<file path="src/rtl/qspi_word_port.sv">
// qspi_word_port: word-wide memory port in front of the QSPI byte controller.
// Splits 1..WORD_BYTES-byte requests into little-endian byte transfers. When
// built with QSPI_SEQ_CONTINUE_EN, a transaction is held open (stalled) after
// each response so that a following sequential request of the same direction
// continues without a new command/address phase.
//
// state | meaning
// IDLE  | no transaction open, waiting for a request
// START | q_addr driven, start pulse to the controller
// XFER  | bytes moving, one per controller strobe
// RESP  | one-cycle completion pulse to the requester
// HOLD  | transaction open but stalled, waiting for a sequential request
// STOP  | close pulse to the controller
module qspi_word_port #(
  parameter int DATA_BUS_WIDTH = 8,
  parameter int WORD_BYTES     = 2,
  parameter int ADDRESS_WIDTH  = 24,
  parameter int HOLD_TIMEOUT   = 16
) (
  input  logic                                 clock,
  input  logic                                 reset,
  input  logic                                 req_valid,
  output logic                                 req_ready,
  input  logic                                 req_write,
  input  logic [ADDRESS_WIDTH-1:0]             req_addr,
  input  logic [2:0]                           req_len,
  input  logic [DATA_BUS_WIDTH*WORD_BYTES-1:0] req_wdata,
  output logic                                 rsp_valid,
  output logic [DATA_BUS_WIDTH*WORD_BYTES-1:0] rsp_rdata,
  output logic [24:0]                          q_addr,
  output logic [DATA_BUS_WIDTH-1:0]            q_data_out,
  output logic                                 q_start_read,
  output logic                                 q_start_write,
  output logic                                 q_stall,
  output logic                                 q_stop,
  input  logic [DATA_BUS_WIDTH-1:0]            q_data_in,
  input  logic                                 q_data_req,
  input  logic                                 q_data_ready,
  output logic                                 busy
);

  localparam int DW  = DATA_BUS_WIDTH * WORD_BYTES;
  localparam int AW1 = ADDRESS_WIDTH + 1;
  localparam int HW  = (HOLD_TIMEOUT > 1) ? $clog2(HOLD_TIMEOUT) : 1;
  localparam logic [HW-1:0] HOLD_LAST = HW'((HOLD_TIMEOUT > 0) ? HOLD_TIMEOUT - 1 : 0);
  localparam logic [2:0]    WB_LEN    = 3'(WORD_BYTES);

`ifdef QSPI_SEQ_CONTINUE_EN
  localparam bit HOLD_PATH = (HOLD_TIMEOUT > 0);
`else
  localparam bit HOLD_PATH = 1'b0;
`endif

  typedef enum logic [2:0] {
    S_IDLE, S_START, S_XFER, S_HOLD, S_STOP, S_RESP
  } state_t;

  state_t                     r_state;
  logic                       r_req_ready;
  logic                       r_dir;
  logic [ADDRESS_WIDTH-1:0]   r_addr;
  logic [2:0]                 r_len;
  logic [2:0]                 r_cnt;
  logic [DW-1:0]              r_wdata;
  logic [DW-1:0]              r_rbuf;
  logic [DW-1:0]              r_rsp_rdata;
  logic [ADDRESS_WIDTH-1:0]   r_next_addr;
  logic                       r_next_ok;
  logic                       r_pending;
  logic [HW-1:0]              r_idle;
  logic [24:0]                r_q_addr;
  logic                       r_start_rd;
  logic                       r_start_wr;
  logic                       r_stop;

  logic [2:0]                 w_len_eff;
  logic                       w_accept;
  logic                       w_strobe;
  logic                       w_xfer_last;
  logic [AW1-1:0]             w_next_sum;
  logic                       w_seq;
  logic [DATA_BUS_WIDTH-1:0]  w_wbyte;
  logic [DW-1:0]              w_rbuf_next;

  assign w_len_eff   = (req_len == 3'd0 || req_len > WB_LEN) ? WB_LEN : req_len;
  assign w_accept    = req_valid && r_req_ready;
  assign w_strobe    = r_dir ? q_data_req : q_data_ready;
  assign w_xfer_last = (r_state == S_XFER) && w_strobe && (r_cnt == (r_len - 3'd1));
  // A carry out of the address means the next request wrapped; never treat it as sequential.
  assign w_next_sum  = {1'b0, r_addr} + AW1'(r_len);
  assign w_seq       = (req_write == r_dir) && r_next_ok && (req_addr == r_next_addr);

  // Select the outgoing write byte and merge the incoming read byte at the current count.
  always_comb begin
    w_wbyte     = '0;
    w_rbuf_next = r_rbuf;
    for (int i = 0; i < WORD_BYTES; i++) begin
      if (r_cnt == 3'(i)) begin
        w_wbyte = r_wdata[i*DATA_BUS_WIDTH +: DATA_BUS_WIDTH];
        w_rbuf_next[i*DATA_BUS_WIDTH +: DATA_BUS_WIDTH] = q_data_in;
      end
    end
  end

  // Sequencing FSM with registered handshake and controller pulses.
  always_ff @(posedge clock or negedge reset) begin
    if (!reset) begin
      r_state     <= S_IDLE;
      r_req_ready <= 1'b0;
      r_dir       <= 1'b0;
      r_addr      <= '0;
      r_len       <= '0;
      r_cnt       <= '0;
      r_wdata     <= '0;
      r_rbuf      <= '0;
      r_rsp_rdata <= '0;
      r_next_addr <= '0;
      r_next_ok   <= 1'b0;
      r_pending   <= 1'b0;
      r_idle      <= '0;
      r_q_addr    <= '0;
      r_start_rd  <= 1'b0;
      r_start_wr  <= 1'b0;
      r_stop      <= 1'b0;
    end else begin
      r_start_rd <= 1'b0;
      r_start_wr <= 1'b0;
      r_stop     <= 1'b0;
      case (r_state)
        S_IDLE: begin
          if (w_accept) begin
            r_dir       <= req_write;
            r_addr      <= req_addr;
            r_len       <= w_len_eff;
            r_wdata     <= req_wdata;
            r_cnt       <= '0;
            r_rbuf      <= '0;
            r_q_addr    <= 25'(req_addr);
            r_start_rd  <= !req_write;
            r_start_wr  <= req_write;
            r_req_ready <= 1'b0;
            r_state     <= S_START;
          end else begin
            r_req_ready <= 1'b1;
          end
        end
        S_START: begin
          r_state <= S_XFER;
        end
        S_XFER: begin
          if (w_strobe) begin
            r_cnt <= r_cnt + 3'd1;
            if (!r_dir) r_rbuf <= w_rbuf_next;
            if (w_xfer_last) begin
              r_next_addr <= w_next_sum[ADDRESS_WIDTH-1:0];
              r_next_ok   <= !w_next_sum[ADDRESS_WIDTH];
              r_rsp_rdata <= r_dir ? '0 : w_rbuf_next;
              r_state     <= S_RESP;
            end
          end
        end
        S_RESP: begin
          if (HOLD_PATH) begin
            r_idle      <= '0;
            r_req_ready <= 1'b1;
            r_state     <= S_HOLD;
          end else begin
            r_pending <= 1'b0;
            r_stop    <= 1'b1;
            r_state   <= S_STOP;
          end
        end
        S_HOLD: begin
          r_idle <= r_idle + 1'b1;
          if (w_accept) begin
            r_dir       <= req_write;
            r_addr      <= req_addr;
            r_len       <= w_len_eff;
            r_wdata     <= req_wdata;
            r_cnt       <= '0;
            r_rbuf      <= '0;
            r_req_ready <= 1'b0;
            if (w_seq) begin
              r_state <= S_XFER;
            end else begin
              r_pending <= 1'b1;
              r_stop    <= 1'b1;
              r_state   <= S_STOP;
            end
          end else if (r_idle == HOLD_LAST) begin
            r_pending   <= 1'b0;
            r_stop      <= 1'b1;
            r_req_ready <= 1'b0;
            r_state     <= S_STOP;
          end
        end
        S_STOP: begin
          if (r_pending) begin
            r_pending  <= 1'b0;
            r_q_addr   <= 25'(r_addr);
            r_start_rd <= !r_dir;
            r_start_wr <= r_dir;
            r_state    <= S_START;
          end else begin
            r_req_ready <= 1'b1;
            r_state     <= S_IDLE;
          end
        end
        default: begin
          r_req_ready <= 1'b0;
          r_state     <= S_IDLE;
        end
      endcase
    end
  end

  assign req_ready     = r_req_ready;
  assign rsp_valid     = (r_state == S_RESP);
  assign rsp_rdata     = r_rsp_rdata;
  assign q_addr        = r_q_addr;
  assign q_data_out    = (r_state == S_XFER && r_dir) ? w_wbyte : '0;
  assign q_start_read  = r_start_rd;
  assign q_start_write = r_start_wr;
  assign q_stop        = r_stop;
  // Last-byte stall is combinational so the controller moves no extra byte;
  // with continuation the stall also covers RESP and HOLD to keep the transaction paused.
  assign q_stall       = (r_state == S_HOLD) || ((r_state == S_RESP) && HOLD_PATH) || w_xfer_last;
  assign busy          = (r_state != S_IDLE);

endmodule
</file>
<file path="config.mk">
export PLATFORM = sky130hd
export DESIGN_NAME = qspi_word_port
export DESIGN_NICKNAME = d
export VERILOG_FILES = /design/src/rtl/qspi_word_port.sv
export SDC_FILE = /design/constraint.sdc
export NUM_CORES = 1
export LEC_CHECK = 0
export ABC_AREA = 1
export CAP_MARGIN = 20
export CELL_PAD_IN_SITES_DETAIL_PLACEMENT = 0
export CELL_PAD_IN_SITES_GLOBAL_PLACEMENT = 1
export CORE_MARGIN = 2
export CORE_UTILIZATION = 44
export CTS_CLUSTER_SIZE = 10
export DETAILED_ROUTE_END_ITERATION = 8
export PLACE_DENSITY = 0.94
export SLEW_MARGIN = 20
export SYNTH_ARGS = -nofsm -noshare
export SYNTH_HDL_FRONTEND = slang
export SYNTH_SLANG_ARGS = --single-unit
</file>
<file path="constraint.sdc">
create_clock -name clock -period 5 [get_ports clock]
set_input_delay 0.75 -clock clock [delete_from_list [all_inputs] [get_ports clock]]
set_output_delay 0.75 -clock clock [all_outputs]
set_load 0.02 [all_outputs]
</file>
# [Word-level counts from Yosys, hierarchy flattened]
# Cells that the tools add are included.
[totals] reg_bits=141 latchBits=0 ramBits=0 romBits=0 input_bits=57 mem_count=0
[op_classes] addsub=4 mul=0 div_mod_pow=0 magnitude_cmp=1 eq_ne=19 shift=0 n_mux=44 bitwise_logic=1 reduce_logical=29
[ops] operator="$mux 16" n=4
[ops] operator="$mux 25" n=2
[ops] operator="$pmux 25 s2" n=1
[ops] operator="$mux 8" n=5
[ops] operator="$pmux 16 s2" n=1
[ops] operator="$mux 3" n=9
[ops] operator="$add 24x3->25" n=1
[ops] operator="$eq 24x24->1" n=1
[ops] operator="$pmux 3 s6" n=1
[ops] operator="$mux 1" n=15
[ops] operator="$reduce_and 3->1" n=5
[ops] operator="$ne 2x2->1 const B" n=6
[ops] operator="$logic_not 3->1" n=3
[ops] operator="$pmux 1 s2" n=4
[ops] operator="$reduce_and 4->1" n=2
[ops] operator="$eq 3x1->1 const B" n=2
[ops] operator="$eq 3x2->1 const B" n=2
[ops] operator="$eq 3x3->1 const B" n=2
[ops] operator="$logic_and 1x1->1" n=6
[ops] operator="$ne 3x3->1 const B" n=2
[ops] operator="$pmux 3 s2" n=1
[ops] operator="$reduce_bool 2->1" n=3
[ops] operator="$add 4x1->4 const B" n=1
[ops] operator="$eq 4x4->1 const B" n=1
[ops] operator="14 further kinds" n=18

# [Logic depth before layout (Yosys ltp)]
# Gate-level depths: netlist of the first run.
[logic_depth] word_depth=6 mapped_depth=12

# [Least setup slack after synthesis of the first run]
# No wires, ideal clock.
[synth_path] path_kind="register to output" startpoint="register r_cnt[0]" endpoint="output q_data_out[0]" arrival_ps=1670 t_required_ps=4250 setup_slack_ps=2580 stages_incl_launch_ff=7 n_path_buf=0 cell_sequence="dfrtp_1 inv_1 ha_1 nand2_1 nor2_1 nand2_1 a21oi_1"
[synth_via] elab_chain_len=4 word_cells_on_any_way=5
[synth_lines] element="from (decl)" line="63" rtl="logic [2:0] r_cnt;"
[synth_lines] element="from (signal assigned)" line="152" rtl="r_cnt <= r_cnt + 3'd1;"
[synth_lines] element="$logic_not 3->1" line="98" rtl="if (r_cnt == 3'(i)) begin"
[synth_lines] element="$mux 8" line="98"
[synth_lines] element="$mux 8 *" line="98"
[synth_lines] element="$mux 8 *" line="221" rtl="assign q_data_out = (r_state == S_XFER && r_dir) ? w_wbyte : '0;"
[synth_lines] element="to (decl)" line="31" rtl="output logic [DATA_BUS_WIDTH-1:0] q_data_out,"
# Mark *: on every way between the ends. The rest lies on a longest branch, timed or not.

# [Worst setup path after layout of the first run]
[layout_path] startpoint="register r_dir" endpoint="output q_stall"
[layout_via] elab_chain_len=4
[layout_lines] element="from (decl)" line="60" rtl="logic r_dir;"
[layout_lines] element="from (signal assigned)" line="132" rtl="r_dir <= req_write;"
[layout_lines] element="from (signal assigned)" line="176" rtl="r_dir <= req_write;"
[layout_lines] element="$mux 1" line="87" rtl="assign w_strobe = r_dir ? q_data_req : q_data_ready;"
[layout_lines] element="$logic_and 1x1->1 (2 in series)" line="88" rtl="assign w_xfer_last = (r_state == S_XFER) && w_strobe && (r_cnt == (r_len - 3'd1));"
[layout_lines] element="$logic_or 1x1->1" line="227" rtl="assign q_stall = (r_state == S_HOLD) || ((r_state == S_RESP) && HOLD_PATH) || w_xfer_last;"
[layout_lines] element="to (decl)" line="34" rtl="output logic q_stall,"
# Every way passes these cells.

==> impl_metrics.tcl, run 1 <==
set metrics [dict create \
    status "finished, final reports clean" \
    reg2reg_to "r_next_addr[3]" \
    synth-compound-area-share_pct 12.5 \
    portBuffers 111 \
    cts_tree "yes" \
    ios 113 \
    fill_cells 1511 \
    grt_max_degree 106 \
    end_kind "primary output" \
    critPathSlowestCell "dfrtp_1" \
    rr_startpoint "r_dir" \
    ys_seq_elements 140 \
    die_area_um2 17400 \
    postSynthCellCount 856 \
    drt-total-wl_mm 16.6 \
    maxCapViolations 0 \
    relSlewSlack_pct 35.4 \
    total_power_uw 5450 \
    post-route-period-util_pct 76.8 \
    tns_ps 0 \
    synth_top_flop_cell "dfrtp_1" \
    cp.arrival_ps 3090 \
    grt_first_pass_wirelength_mm 27.4 \
    num_vias 5842 \
    synth_mux_area_share_pct 2.22 \
    start_util_pct 45.2 \
    cp_top_family "simple AND/OR/NAND/NOR gates" \
    die_height_um 132 \
    n_antenna_cell 0 \
    p_per_area_nw_per_um2 604 \
    fp.dieW_um 132 \
    final_max_slew_viol_count 0 \
    nNetsFinal 1021 \
    core_area_um2 15900 \
    synthSimpleGateAreaFrac_pct 24.9 \
    h-tree-depth 4 \
    yosys-top-cells-count "nand2_1, dfrtp_1, nor2_1" \
    grt_pass1_vias 5568 \
    power_frac_seq_pct 37.1 \
    synth_nets 922 \
    finalHoldViolCount 0 \
    syn_area_per_cell_um2 8.41 \
    rsz0062_at_grt "false" \
    p_sw_uw 2130 \
    cts.hold.buffers_added 0 \
    peakVddDrop_mv 0.307 \
    cts_max_path_buffers 2 \
    power_frac_clock_pct 24.3 \
    synth_top_cell_by_area "dfrtp_1" \
    ff2ff_path_depth 9 \
    path_cells "buf_4 > nand2_1 > nand2_1 > nand2_4 > nor2_4 > nand2_4 > nand2_1 > clkdlybuf4s50_1" \
    drc_errors 0 \
    comb_power_share_pct 38.6 \
    ys_seq_area_share_pct 48.6 \
    async_reset_ff_share_pct 100 \
    first_iter_violations 320 \
    synth_top_family_by_area "simple AND/OR/NAND/NOR gates" \
    fin_crit_ps 3840 \
    row_count 46 \
    post_cts_resized 0 \
    switching_share_pct 39.0 \
    critical-path-max-stage-delay_ps 670 \
    netlist_area_um2 7200 \
    max_freq_mhz 260 \
    cp_common_cell "nand2_1" \
    ys_types 39 \
    antenna_left 0 \
    synth.top_cell.area_share_pct 48.6 \
    regArea_um2 3500 \
    drive_above_1_share_pct 8.57 \
    crit_buf_inv 2 \
    worst-endpoint-required_ps 4250 \
    setup_viol_count_final 0 \
    worstSetupPathType "reg2out" \
    synth_xor_area_share_pct 3.65 \
    p_leak_uw 0.00421 \
    post_cts_buffers 0 \
    overflow 0 \
    hpwlAfterDp_mm 11.4 \
    place_congestion 0.830 \
    root_buffer "clkbuf_16" \
    cts_sinks 140 \
    synth_most_common_cell "nand2_1" \
    multi_input_area_um2 3240 \
    synth-edff-count 0 \
    areaGrowthSynthToFinish_pct 25.4 \
    crit_path_start_kind "register" \
    hold_class "in2async" \
    worst-path-max-fanout 64 \
    cellInternalPower_uw 3330 \
    tightest_slew_ps 969 \
    ys.warnings.count 0 \
    finalClockSkew_ps 7.55 \
    cts_buffers 17 \
    synthAdderAreaFrac_pct 1.67 \
    reg2reg_slack_ps 2330 \
    clk_latency_ps 420 \
    first_pass_iters 5 \
    grt_usage_pct 19.5 \
    clk_pin_slew_ps 50 \
    wire_per_inst_um 14.0 \
    synth_area_leaders "dfrtp_1, nand2_1, o31ai_2" \
    antenna_found_initial 0 \
    viasPerCell 4.93 \
]
## cells by family after synthesis
logic type | count (synthesis)
muxes | 16
DFF | 140
other | 1
xor gates and xnor gates | 30
AOI/OAI and AO/OA | 132
and+or+nand+nor | 427
adders and majority gates | 9
buffers and inverters | 101
## sequential cells by signal, indices dropped and copies added, names as in the netlist
signal	count
q_addr	24
q_start_read	1
q_start_write	1
q_stop	1
r_addr	24
r_cnt	3
r_dir	1
r_idle	4
r_len	3
r_next_addr	24
r_next_ok	1
r_pending	1
r_rbuf	16
r_state	3
r_wdata	16
req_ready	1
rsp_rdata	16
## routing by layer
metal | wire (µm) | share of wire (%) | track usage [%] | vias up
met4 | 248 | 1.5 | 6.40 | 0
met1 | 7580 | 46 | 25.9 | 2702
met2 | 7980 | 48 | 31.8 | 159
met3 | 742 | 4.5 | 4.11 | 20
met5 | 0 | 0 | 0 | -
li1 | - | - | - | 2961
## layout make-up
class / count / share of cell area [%]
clock buffer: 23 / 5.51
sequential: 140 / 38.8
multi-input combinational: 615 / 35.9
inverter: 67 / 2.81
timing repair buffer: 114 / 12.6
tap: 216 / 2.99
clock inverter: 9 / 1.47
## cell usage in the layout (no fill, tap or decap), types with 2 or more instances in the layout
cell type,instances
a21oi_1,18
a31oi_1,26
buf_4,3
bufinv_16,3
clkbuf_16,17
clkbuf_8,5
clkdlybuf4s50_1,110
clkinv_2,2
clkinvlp_4,2
dfrtp_1,140
ha_1,8
inv_1,62
inv_2,4
mux2i_1,16
nand2_1,312
nand2_2,3
nand2_4,3
nand2_8,3
nand3_1,22
nand4_1,4
nor2_1,65
nor2_2,3
nor2_4,4
nor3_1,5
o21ai_0,36
o21ai_1,13
o22ai_1,2
o31ai_1,11
o31ai_2,22
xnor2_1,11
xor2_1,19
## how the worst max path moves through the flow
stage | cells after the start | from | endpoint
6_report | 8 | r_dir | q_stall
5_1_grt | 8 | r_dir | q_stall
4_1_cts | 8 | r_dir | q_stall
3_5_place_dp | 8 | q_data_req | q_stall
3_3_place_gp | 8 | q_data_req | q_stall
2_1_floorplan | 6 | r_cnt[0] | q_data_out[0]
## stage by stage
step,area [µm²],util (%),cells,setup slack (ps),hold slack [ps]
2_1_floorplan,7200,-,856,2580,442
3_3_place_gp,8400,52.7,1152,1360,458
3_5_place_dp,8400,52.7,1152,1360,463
4_1_cts,9030,56.7,1184,1090,476
5_1_grt,9030,56.7,1184,979,498
6_report,9030,56.7,1184,1160,442
## power by group through the flow
stage	sequential, µW	clock [µW]	combinational [µW]
global placement	2020	0	2070
floorplan	2080	0	1390
CTS	2020	1350	2140
finish	2020	1320	2110
detailed placement	2040	0	2120
global route	2090	1400	2340
Note: power is estimated with default switching activity, not from simulation.
==> run 2, diff against run 1 <==
--- a/config.mk
+++ b/config.mk
@@ -10,10 +10,10 @@
 export CELL_PAD_IN_SITES_DETAIL_PLACEMENT = 0
 export CELL_PAD_IN_SITES_GLOBAL_PLACEMENT = 1
 export CORE_MARGIN = 2
-export CORE_UTILIZATION = 44
+export CORE_UTILIZATION = 37
 export CTS_CLUSTER_SIZE = 10
 export DETAILED_ROUTE_END_ITERATION = 8
-export PLACE_DENSITY = 0.94
+export PLACE_DENSITY = 0.85
 export SLEW_MARGIN = 20
 export SYNTH_ARGS = -nofsm -noshare
 export SYNTH_HDL_FRONTEND = slang
==> constraint.sdc (replaced) <==
create_clock -name clock -period 3.4 [get_ports clock]
set_input_delay 0.51 -clock clock [delete_from_list [all_inputs] [get_ports clock]]
set_output_delay 0.51 -clock clock [all_outputs]
set_load 0.02 [all_outputs]
==> run 2 against run 1 <==
  * Worst hold slack worse by 340 ps
  * Sequential power increased by 47%
  * Non-clock buffer count up 5
  * Global-route usage is 2.2 points lower
  * Register-to-register slack got worse by 1500 ps
  * Sequential share of layout area down 0.33 points
  * Cell area increased by 0.86%
  * Worst setup slack got worse by 920 ps
  * Largest power group unchanged
  * Highest routed layer unchanged
==> impl_metrics.tcl, run 2 (synthesis gave the netlist of run 1 again) <==
set metrics [dict create \
    status "finished, final reports clean" \
    grt_usage_pct 17.3 \
    end_kind "primary output" \
    cts_max_path_buffers 2 \
    finalHoldViolCount 0 \
    placed_cell_area_um2 8510 \
    post-route-period-util_pct 92.9 \
    tns_ps 0 \
    cellInternalPower_uw 4810 \
    fin_crit_ps 3160 \
    cts_buffers 17 \
    h-tree-depth 4 \
    drive_above_1_share_pct 9.15 \
    layout_commonest_cell "nand2_1" \
    dp_cells 1206 \
    max_freq_mhz 317 \
    power_frac_clock_pct 23.4 \
    cts_tree "yes" \
    setup_slack_ps 242 \
    wire_per_inst_um 13.6 \
    worstSetupPathType "reg2out" \
    crit_path_start_kind "register" \
    p_sw_uw 3150 \
    relSlewSlack_pct 43.8 \
    areaGrowthSynthToFinish_pct 26.5 \
    start_util_pct 37.4 \
    cp.arrival_ps 2650 \
    path_cells "inv_1 > ha_1 > nand2_1 > buf_4 > nor2_1 > nand2_1 > a21oi_1 > clkdlybuf4s50_1" \
    grt_max_degree 73 \
    post_cts_resized 0 \
    rsz0062_at_grt "false" \
    root_buffer "clkbuf_16" \
    critical-path-max-stage-delay_ps 640 \
    first_iter_violations 357 \
    grt_pass1_vias 5644 \
    worst-path-max-fanout 9 \
    grt_first_pass_wirelength_mm 27.9 \
    fp.dieW_um 144 \
    worst-endpoint-required_ps 2890 \
    p_per_area_nw_per_um2 874 \
    nNetsFinal 1026 \
    die_height_um 144 \
    num_vias 5812 \
    p_leak_uw 0.00423 \
    place_congestion 0.834 \
    ios 113 \
    switching_share_pct 39.5 \
    tightest_slew_ps 841 \
    drt-total-wl_mm 16.9 \
    viasPerCell 4.69 \
    n_antenna_cell 0 \
    maxCapViolations 0 \
    drc_errors 0 \
    antenna_left 0 \
    clk_pin_slew_ps 60 \
    final_max_slew_viol_count 0 \
    power_frac_seq_pct 37.2 \
    final_cells 1238 \
    dp_slack_ps 676 \
    overflow 0 \
    crit_buf_inv 3 \
    post_cts_buffers 0 \
    final_area_um2 9110 \
    hold_ws_ps 99.8 \
    cp_top_family "buffers and inverters" \
    critPathSlowestCell "clkdlybuf4s50_1" \
    cts.hold.buffers_added 0 \
    die_area_um2 20600 \
    cts_sinks 140 \
    core_area_um2 19300 \
    hold_class "in2async" \
    hpwlAfterDp_mm 11.7 \
    setup_viol_count_final 0 \
    finalClockSkew_ps 12.1 \
    first_pass_iters 5 \
    clk_latency_ps 420 \
    comb_power_share_pct 39.4 \
    antenna_found_initial 0 \
    row_count 51 \
    cp_common_cell "nand2_1" \
    final_cell_mix "nand2_1, dfrtp_1, clkdlybuf4s50_1" \
    peakVddDrop_mv 0.402 \
    portBuffers 111 \
]
run 2: metal layers:
metal,part of all wire [%],wire (µm),track usage [%],up-vias
met5,0,0,0,-
met4,1.2,203,5.52,0
met3,4.8,809,3.83,20
met2,47,8000,28.7,141
met1,47,7850,22.4,2679
li1,-,-,-,2972
run 2: worst paths after layout:
check	cells past startpoint	to	start	slack, ps
setup / recovery	8	q_data_out[2]	r_cnt[0]	240
hold reg to reg	2	r_pending	r_pending	480
hold / removal	1	q_addr[7]	reset	100
setup reg to reg	10	r_next_addr[6]	r_len[0]	820
max in group asynchronous	2	q_addr[21]	reset	2490
min in group clock	2	r_pending	r_pending	480
run 2: final cells by class:
| type | count | area, µm² |
|---|---|---|
| Fill cell | 1870 | 10200 |
| Sequential cell | 140 | 3500 |
| Multi-Input combinational cell | 615 | 3240 |
| Timing Repair Buffer | 119 | 1180 |
| Clock buffer | 21 | 480 |
| Tap cell | 265 | 332 |
| Inverter | 67 | 254 |
| Clock inverter | 11 | 116 |
run 2: power groups by stage:
stage / Combinational, µW / Clock (µW) / Sequential (µW)
final: 3130 / 1870 / 2960
after global routing: 3540 / 1980 / 3060
after CTS: 3190 / 1900 / 2970
after detailed placement: 3170 / 0 / 2980
after global placement: 3130 / 0 / 2970
after floorplan: 2040 / 0 / 3060
run 2: per-stage QoR:
stage / total power (µW) / util, %
3_3_place_gp: 6110 / 44.2
2_1_floorplan: 5100 / -
3_5_place_dp: 6160 / 44.2
4_1_cts: 8050 / 47.3
5_1_grt: 8580 / 47.3
6_report: 7960 / 47.3
